### src/rtl/conv_sched_pkg.sv
// conv_sched_pkg
// Shared types and helpers for the 1-D convolution scheduler.
//   state_t   : scheduler phase encoding (LOAD, CLEAR, ISSUE, DRAIN, OUTPUT)
//   win_count : number of output windows for a given vector/filter length
package conv_sched_pkg;

  typedef enum logic [2:0] {
    LOAD,
    CLEAR,
    ISSUE,
    DRAIN,
    OUTPUT
  } state_t;

  // One output per valid filter placement: SIZE_X - SIZE_F + 1.
  function automatic int win_count(input int size_x, input int size_f);
    return size_x - size_f + 1;
  endfunction

endpackage

### src/rtl/conv_sched_addr_gen.sv
// conv_sched_addr_gen
// Window (k) and tap (j) counters of the convolution scheduler; produces the
// x-memory and filter-ROM read addresses while taps are being issued.
// Ports:
//   clk, reset         : clock, asynchronous active-low reset
//   issue              : high for each tap issue cycle (steps j)
//   win_next           : output handshake; advances k unless on last window
//   win_restart        : output handshake of the last window; k back to 0
//   issue_x_addr       : k + j during issue, else 0
//   f_addr             : j during issue, else 0
//   last_tap, last_win : j / k are at their final index
module conv_sched_addr_gen
  import conv_sched_pkg::*;
#(
  parameter int SIZE_X = 128,
  parameter int SIZE_F = 8
) (
  input  logic                        clk,
  input  logic                        reset,
  input  logic                        issue,
  input  logic                        win_next,
  input  logic                        win_restart,
  output logic [$clog2(SIZE_X)-1:0]   issue_x_addr,
  output logic [$clog2(SIZE_F)-1:0]   f_addr,
  output logic                        last_tap,
  output logic                        last_win
);

  localparam int NWIN = win_count(SIZE_X, SIZE_F);
  localparam int KW   = (NWIN > 1) ? $clog2(NWIN) : 1;
  localparam int FW   = $clog2(SIZE_F);
  localparam int XW   = $clog2(SIZE_X);

  logic [KW-1:0] win_k;
  logic [FW-1:0] tap_j;

  assign last_tap = (tap_j == FW'(SIZE_F - 1));
  assign last_win = (win_k == KW'(NWIN - 1));

  // Tap counter returns to 0 after the last tap so the next window starts clean.
  always_ff @(posedge clk or negedge reset) begin
    if (!reset) begin
      tap_j <= '0;
    end else if (issue) begin
      tap_j <= last_tap ? '0 : tap_j + FW'(1);
    end
  end

  // Window counter saturates at the last window; only a restart clears it.
  always_ff @(posedge clk or negedge reset) begin
    if (!reset) begin
      win_k <= '0;
    end else if (win_restart) begin
      win_k <= '0;
    end else if (win_next && !last_win) begin
      win_k <= win_k + KW'(1);
    end
  end

  assign issue_x_addr = issue ? (XW'(win_k) + XW'(tap_j)) : '0;
  assign f_addr       = issue ? tap_j : '0;

endmodule

### src/rtl/conv_sched.sv
// conv_sched
// Scheduler for a 1-D valid convolution: loads SIZE_X words into an external
// x-memory, then for each window k clears the MAC, issues SIZE_F taps, waits
// out the MAC latency and presents the accumulator on a valid/ready output.
// Optional feature macro: CONV_SCHED_RELU_EN (clamp negative results to 0).
// Ports:
//   clk, reset        : clock, asynchronous active-low reset
//   x_valid / x_ready : input word handshake (LOAD phase only)
//   x_wr_en, x_addr   : x-memory write enable, shared write/read address
//   f_addr            : filter ROM address
//   mac_clear, mac_en : MAC accumulator clear / term enable
//   acc               : MAC accumulator value
//   y_data, y_valid,
//   y_ready           : result output handshake
//   busy              : high everywhere except an empty LOAD
module conv_sched
  import conv_sched_pkg::*;
#(
  parameter int SIZE_X  = 128,
  parameter int SIZE_F  = 8,
  parameter int T       = 16,
  parameter int MAC_LAT = 3
) (
  input  logic                      clk,
  input  logic                      reset,
  input  logic                      x_valid,
  output logic                      x_ready,
  output logic                      x_wr_en,
  output logic [$clog2(SIZE_X)-1:0] x_addr,
  output logic [$clog2(SIZE_F)-1:0] f_addr,
  output logic                      mac_clear,
  output logic                      mac_en,
  input  logic [T-1:0]              acc,
  output logic [T-1:0]              y_data,
  output logic                      y_valid,
  input  logic                      y_ready,
  output logic                      busy
);

  localparam int XW = $clog2(SIZE_X);
  localparam int DW = $clog2(MAC_LAT + 1) + 1;

  state_t          state, state_nx;
  logic [XW-1:0]   load_cnt;
  logic [DW-1:0]   drain_cnt;
  logic            mac_en_r;
  logic [T-1:0]    y_data_r;
  logic [T-1:0]    capture_val;
  logic [XW-1:0]   issue_x_addr;
  logic            issue, last_tap, last_win;
  logic            load_last, handshake, drain_done;

  assign issue      = (state == ISSUE);
  assign x_ready    = (state == LOAD);
  assign x_wr_en    = x_valid & x_ready;
  assign load_last  = x_wr_en && (load_cnt == XW'(SIZE_X - 1));
  assign y_valid    = (state == OUTPUT);
  assign handshake  = y_valid & y_ready;
  assign mac_clear  = (state == CLEAR);
  assign mac_en     = mac_en_r;
  // DRAIN spans the last mac_en cycle plus MAC_LAT more, so acc is final
  // in the cycle where drain_cnt reaches MAC_LAT.
  assign drain_done = (drain_cnt == DW'(MAC_LAT));
  assign busy       = !((state == LOAD) && (load_cnt == '0));
  assign x_addr     = x_ready ? load_cnt : issue_x_addr;
  assign y_data     = y_data_r;

`ifdef CONV_SCHED_RELU_EN
  assign capture_val = acc[T-1] ? '0 : acc;
`else
  assign capture_val = acc;
`endif

  conv_sched_addr_gen #(
    .SIZE_X (SIZE_X),
    .SIZE_F (SIZE_F)
  ) u_addr_gen (
    .clk          (clk),
    .reset        (reset),
    .issue        (issue),
    .win_next     (handshake),
    .win_restart  (handshake & last_win),
    .issue_x_addr (issue_x_addr),
    .f_addr       (f_addr),
    .last_tap     (last_tap),
    .last_win     (last_win)
  );

  always_ff @(posedge clk or negedge reset) begin
    if (!reset) begin
      state <= LOAD;
    end else begin
      state <= state_nx;
    end
  end

  always_comb begin
    state_nx = state;
    unique case (state)
      LOAD:    if (load_last)  state_nx = CLEAR;
      CLEAR:   state_nx = ISSUE;
      ISSUE:   if (last_tap)   state_nx = DRAIN;
      DRAIN:   if (drain_done) state_nx = OUTPUT;
      OUTPUT:  if (handshake)  state_nx = last_win ? LOAD : CLEAR;
      default: state_nx = LOAD;
    endcase
  end

  // Load count wraps to 0 on the final accept, ready for the next vector.
  always_ff @(posedge clk or negedge reset) begin
    if (!reset) begin
      load_cnt <= '0;
    end else if (x_wr_en) begin
      load_cnt <= load_last ? '0 : load_cnt + XW'(1);
    end
  end

  // mac_en trails each issue by one cycle to line up with memory read data.
  always_ff @(posedge clk or negedge reset) begin
    if (!reset) begin
      mac_en_r  <= 1'b0;
      drain_cnt <= '0;
    end else begin
      mac_en_r  <= issue;
      drain_cnt <= (state == DRAIN) ? drain_cnt + DW'(1) : '0;
    end
  end

  always_ff @(posedge clk or negedge reset) begin
    if (!reset) begin
      y_data_r <= '0;
    end else if ((state == DRAIN) && drain_done) begin
      y_data_r <= capture_val;
    end
  end

endmodule

### config.mk
export PLATFORM = sky130hd
export DESIGN_NAME = conv_sched
export DESIGN_NICKNAME = d
export VERILOG_FILES = /design/src/rtl/conv_sched_pkg.sv /design/src/rtl/conv_sched_addr_gen.sv /design/src/rtl/conv_sched.sv
export SDC_FILE = /design/constraint.sdc
export NUM_CORES = 1
export LEC_CHECK = 0
export CAP_MARGIN = 15
export CORE_MARGIN = 2
export CORE_UTILIZATION = 45
export CTS_CLUSTER_DIAMETER = 200
export CTS_CLUSTER_SIZE = 40
export DETAILED_ROUTE_END_ITERATION = 10
export PLACE_DENSITY_LB_ADDON = 0.08
export SYNTH_ARGS = -nofsm -noshare
export SYNTH_HDL_FRONTEND = slang
export SYNTH_SLANG_ARGS = --single-unit
### constraint.sdc
create_clock -name clk -period 3.5 [get_ports clk]
set_clock_uncertainty 0.05 [all_clocks]
set_input_delay 0.7 -clock clk [delete_from_list [all_inputs] [get_ports clk]]
set_output_delay 0.7 -clock clk [all_outputs]
set_load 0.005 [all_outputs]
==> results of run 1 <==
critical path, delay by kind of cell (launching register included):
kind / cells / cell delay, ns
xor+xnor: 1 / 0.17
flops: 1 / 0.47
compound gates: 2 / 0.24
fa+ha+maj: 2 / 0.60
simple gates: 1 / 0.14
buf+inv: 2 / 0.56
worst min-delay path by stage:
stage                                 from                     end  slack [ns]  cells after the start
global placement    drain_cnt[0]$_DFF_PN0_  drain_cnt[0]$_DFF_PN0_        0.38                      1
CTS                 drain_cnt[0]$_DFF_PN0_  drain_cnt[0]$_DFF_PN0_        0.39                      1
floorplan                            reset  drain_cnt[0]$_DFF_PN0_        0.35                      0
finish              drain_cnt[0]$_DFF_PN0_  drain_cnt[0]$_DFF_PN0_        0.39                      1
detailed placement  drain_cnt[0]$_DFF_PN0_  drain_cnt[0]$_DFF_PN0_        0.38                      1
global route        drain_cnt[0]$_DFF_PN0_  drain_cnt[0]$_DFF_PN0_        0.42                      1
metal layers:
metal / vias up / wire length, µm
met5: - / 0
met4: 0 / 25
met3: 2 / 205
met2: 36 / 1980
met1: 778 / 2000
li1: 810 / -
state kept, by name (all words and copies together), names as in the netlist:
name,cells
y_data,16
load_cnt,7
u_addr_gen.win_k,7
drain_cnt,3
state,3
u_addr_gen.tap_j,3
mac_en,1
cells by family after synthesis:
group                    Yosys count
flip-flops                        40
multiplexers                      21
AO/OA/AOI/OAI                     33
adder cells (fa/ha/maj)           12
buffers and inverters             21
XOR/XNOR                           8
AND/OR/NAND/NOR                   64
final cells by class:
type                    instances  area (µm²)
clock buffers                   8        90.1
flip-flops and latches         40        1000
multi-input cells             138        1060
inverters                      13        53.8
well taps                      54        67.6
fillers                       410        1910
repair buffers                 51         505
stage by stage:
stage	std cells	hold slack (ns)	instance area [µm²]	utilization (%)	power (W)
final	304	0.389	2780	59.2	0.00146
after global routing	304	0.417	2780	59.2	0.00158
after CTS	304	0.394	2780	59.2	0.00148
after detailed placement	296	0.383	2690	57.3	0.00116
after global placement	296	0.383	2690	57.3	0.00116
after floorplan	199	0.354	2170	-	0.000941
cell usage after synthesis (all sizes together) (3+ instances only):
cell type and number:
nand4b 3, nor3b 3, nor3 4, xor2 4, o21ai 17, and2 3
xnor2 4, o22ai 3, mux2 18, nor2 6, nand2 17, ha 11
dfrtp 40, a21oi 6, buf 6, nand3 10, and3 5, inv 12
mux2i 3, nand4 5
where the power goes:
part,switching [W],total [W],internal (W)
combinational,0.000214,0.000492,0.000278
sequential,0.000111,0.000652,0.000541
clock,0.000152,0.000313,0.000161
total,0.000478,0.00146,0.000979
==> impl_metrics.ini, run 1 <==
[clock_tree]
cts_setup_buffers = 0
clockRootBuffer = clkbuf_8
cts-resized-gates = 0
cts_hold_buf = 0
cts_buffer_depth = 2
cts.sinks = 40
htree_levels = 2
cts_buffers = 5
cts_tree = yes
worstSkewPairLatency_ns = 0.28
clkSlewWorstSetupHoldPaths_ns = 0.07

[synthesis]
ys_ff_latch = 40
synth.area.top_cells = dfrtp_1 46%, ha_1 6.3%, mux2_2 5.7%, o21ai_0 3.7%, mux2_1 3.6%
synthAdderAreaFrac_pct = 7.25
yosys.area_share.simple_pct = 18.8
synth_top_family_by_area = simple AND/OR/NAND/NOR gates
synth.top_cell.area_share_pct = 46.0
synthXorXnorAreaFrac_pct = 3.22
synth.area.mux_share_pct = 10.7
ys_async_sr_fraction_pct = 100
synth-main-ff-cell = dfrtp_1
syn_inst = 199
synth-edff-count = 0
ys_seq_area_share_pct = 46.0
netlist.top_cell.by_area = dfrtp_1
mappedNetlistArea_um2 = 2170
synth_nets = 231
synth_warnings = 0
synth_compound_area_share_pct = 8.86
synth_cell_types = 46
avgSynthCellArea_um2 = 10.9

[worst_setup_path]
endpoint_kind = output port
critPathKind = register to output port
ff2ff_path_depth = 3
crit_start = u_addr_gen.win_k[0]$_DFFE_PN0P_
worstSetupEndpoint = x_addr[4]
r2r_start = state[2]$_DFFE_PN0P_
crit_slowest_cell = clkdlybuf4s50_1
timing.rr.end = y_data[6]$_DFFE_PN0P_
critPathLaunchType = register
reg2reg_slack_ns = 1.79
cpPeakStageDelay_ns = 0.51
path_cells = ha_1 -> inv_1 -> fa_1 -> nor2b_1 -> o21ai_0 -> xor2_1 -> o21ai_0 -> clkdlybuf4s50_1
cp_max_fo = 8
crit_required_ns = 2.75
arrival_ns = 2.48
path_common_cell = o21ai_0

[power_and_ir_drop]
p_leak_nw = 1.17
power_density_nw_per_um2 = 524
peakVddDrop_mv = 0.228

[placement]
portBuffers = 51
place_ws_ns = 0.585
place_hpwl_mm = 3.03
place_congestion = 0.756

[finish]
finalNetCount = 281
layout_common_cells = 50 x clkdlybuf4s50_1, 40 x dfrtp_1, 16 x o21ai_0
syn_to_final_growth_pct = 27.8
insertedDiodeCount = 0
drive_gt1_share_pct = 12.4
final_common_cell = clkdlybuf4s50_1

[global_route]
overflow = 0
grt_use_met2_pct = 27.0
grt_max_degree = 41
met3_usage_pct = 4.80
grt_pass1_wl_mm = 7.23
globalRoute.busiestLayer = met2
grt_pass1_vias = 1583
grt.total_usage_pct = 17.4
antenna_found_initial = 0
use_met1_pct = 23.6

[die]
core-area_um2 = 4690
dieArea_um2 = 5400
rows = 25
ios = 52
start_util_pct = 46.3
fp.dieH_um = 73.5
fp.dieW_um = 73.5

[run_status]
status = finished clean

[flow_run]
max_cap_violations = 0

[route]
drc_errors = 0
via_per_inst = 5.35
drt-initial-drc-count = 48
dr.pass1.iters = 4
antenna_left = 0
num_vias = 1626
wl_mm = 4.21
wl_per_cell_um = 13.8

[sta]
worst_pin_slew_ns = 0.913
finalSetupViolations = 0
rsz0062_at_grt = false
setup_tns_ns = 0
fmax_ghz = 0.310
worst_slack_ns = 0.271
finalHoldViolCount = 0
period_needed_ns = 3.23
fin_crit_sh_pct = 92.3
slew_viol_final = 0
max_slew_margin_pct = 39.2

[min_path]
min_path_type = register to register
Note: power is estimated with default switching activity, not from simulation.
==> inputs of run 2 (changes only) <==
CELL_PAD_IN_SITES_DETAIL_PLACEMENT = 1   (was not set)
CELL_PAD_IN_SITES_GLOBAL_PLACEMENT = 1   (was not set)
CORE_UTILIZATION = 41   (was 45)
==> run 2 against run 1 <==
Compared with the run above: first-iteration DRC count up 21%; wire length is 19% higher; sequential share of layout area is 0.55 points lower; combinational power up 6.5%; critical path depth unchanged; critical path type unchanged; critical endpoint unchanged.
==> impl_metrics.ini, run 2 (same netlist as run 1, synthesis figures left out) <==
[placement]
portBuffers = 51
placed_area_um2 = 2720
placed_cells = 313
place_ws_ns = 0.514
place_congestion = 0.814
place_hpwl_mm = 3.72

[clock_tree]
cts_setup_buffers = 0
cts_buffer_depth = 2
worstSkewPairLatency_ns = 0.29
clkSlewWorstSetupHoldPaths_ns = 0.08
clockRootBuffer = clkbuf_8
cts.sinks = 40
cts_tree = yes
cts-resized-gates = 0
htree_levels = 2
cts_hold_buf = 0
cts_buffers = 5

[route]
drc_errors = 0
highest_layer = met4
wl_mm = 4.99
via_per_inst = 5.19
drt-initial-drc-count = 58
wl_met1_mm = 2.24
num_vias = 1666
dr_wl_met2_mm = 2.49
wl_per_cell_um = 15.5
dr_wl_met3_um = 224
dr.pass1.iters = 4
antenna_left = 0

[worst_setup_path]
crit_required_ns = 2.75
crit_start = u_addr_gen.win_k[0]$_DFFE_PN0P_
arrival_ns = 2.47
reg2reg_slack_ns = 1.68
endpoint_kind = output port
critPathKind = register to output port
critPathLaunchType = register
cp_max_fo = 8
r2r_start = state[2]$_DFFE_PN0P_

[global_route]
grt_pass1_wl_mm = 8.60
grt_max_degree = 41
overflow = 0
antenna_found_initial = 0
grt.total_usage_pct = 18.1
grt_pass1_vias = 1775

[sta]
max_slew_margin_pct = 39.1
worst_slack_ns = 0.276
setup_tns_ns = 0
rsz0062_at_grt = false
finalHoldViolCount = 0
slew_viol_final = 0
period_needed_ns = 3.22
whs_ns = 0.402
fin_crit_sh_pct = 92.1
fmax_ghz = 0.310
finalSetupViolations = 0
worst_pin_slew_ns = 0.914

[min_path]
hold_path.startpoint = drain_cnt[0]$_DFF_PN0_
min_path_type = register to register

[die]
core-area_um2 = 5110
fp.dieW_um = 76.8
start_util_pct = 42.6
ios = 52
fp.dieH_um = 76.8
rows = 26
dieArea_um2 = 5900

[power_and_ir_drop]
p_switching_w = 0.000520
power_frac_clock_pct = 24.3
internal-power_w = 0.00104
p_leak_nw = 1.19
seq_power_share_pct = 42.1
power_density_nw_per_um2 = 552
p_sw_share_pct = 33.4
combPwrFrac_pct = 33.6
peakVddDrop_mv = 0.258

[finish]
finalNetCount = 282
drive_gt1_share_pct = 13.5
layout.cells.non_filler = 321
postLayoutCellArea_um2 = 2830
insertedDiodeCount = 0
syn_to_final_growth_pct = 29.9
largest_reg_flops = 16
fillCellCount = 574
layout_common_cells = 50 x clkdlybuf4s50_1, 39 x dfrtp_1, 16 x o21ai_0
final_common_cell = clkdlybuf4s50_1

[flow_run]
max_cap_violations = 0

[run_status]
status = finished clean
-- run 2: worst paths after layout --
check,to,cells past startpoint
min in group asynchronous,load_cnt[6]$_DFFE_PN0P_,1
max in group asynchronous,u_addr_gen.win_k[0]$_DFFE_PN0P_,1
max,x_addr[4],8
min,drain_cnt[0]$_DFF_PN0_,1
min reg2reg,drain_cnt[0]$_DFF_PN0_,1
max reg2reg,state[0]$_DFFE_PN0P_,5
-- run 2: power groups by stage --
| stage | Combinational [W] | Sequential, W | Clock [W] |
|---|---|---|---|
| 2_1_floorplan | 0.000329 | 0.000611 | 0 |
| 3_3_place_gp | 0.000513 | 0.000662 | 0 |
| 3_5_place_dp | 0.000527 | 0.000666 | 0 |
| 4_1_cts | 0.000536 | 0.000655 | 0.000390 |
| 5_1_grt | 0.000584 | 0.000675 | 0.000407 |
| 6_report | 0.000524 | 0.000656 | 0.000379 |
-- run 2: routing by layer --
layer / vias up / global-route usage, %
li1: 805 / -
met1: 814 / 23.8
met2: 43 / 30.0
met3: 4 / 4.00
met4: 0 / 5.27
met5: - / 0
-- run 2: final cells by class --
class | count | area, µm² | area share [%]
Timing Repair Buffer | 52 | 513 | 18.2
Sequential cell | 40 | 1000 | 35.5
Clock inverter | 2 | 35.0 | 1.24
Tap cell | 70 | 87.6 | 3.10
Inverter | 13 | 53.8 | 1.90
Multi-Input combinational cell | 138 | 1060 | 37.6
Clock buffer | 6 | 72.6 | 2.57
-- run 2: stage by stage --
step / utilization [%] / power [W]
floorplan: - / 0.000941
global placement: 53.2 / 0.00117
detailed placement: 53.2 / 0.00119
CTS: 55.3 / 0.00158
global route: 55.3 / 0.00167
finish: 55.3 / 0.00156
-- run 2: worst max-delay path, stage by stage, from the launching register on --
cell,delay (ns)
dfrtp_2,0.44
ha_1,0.19
inv_1,0.06
fa_1,0.40
nor2b_1,0.15
o21ai_0,0.10
xor2_1,0.16
o21ai_0,0.15
clkdlybuf4s50_1,0.53
==> inputs of run 3 (changes only) <==
SKIP_CTS_REPAIR_TIMING = 1   (was not set)
==> results of run 3 <==
No change in the layout: final DEF, timing and power equal those of run 2.
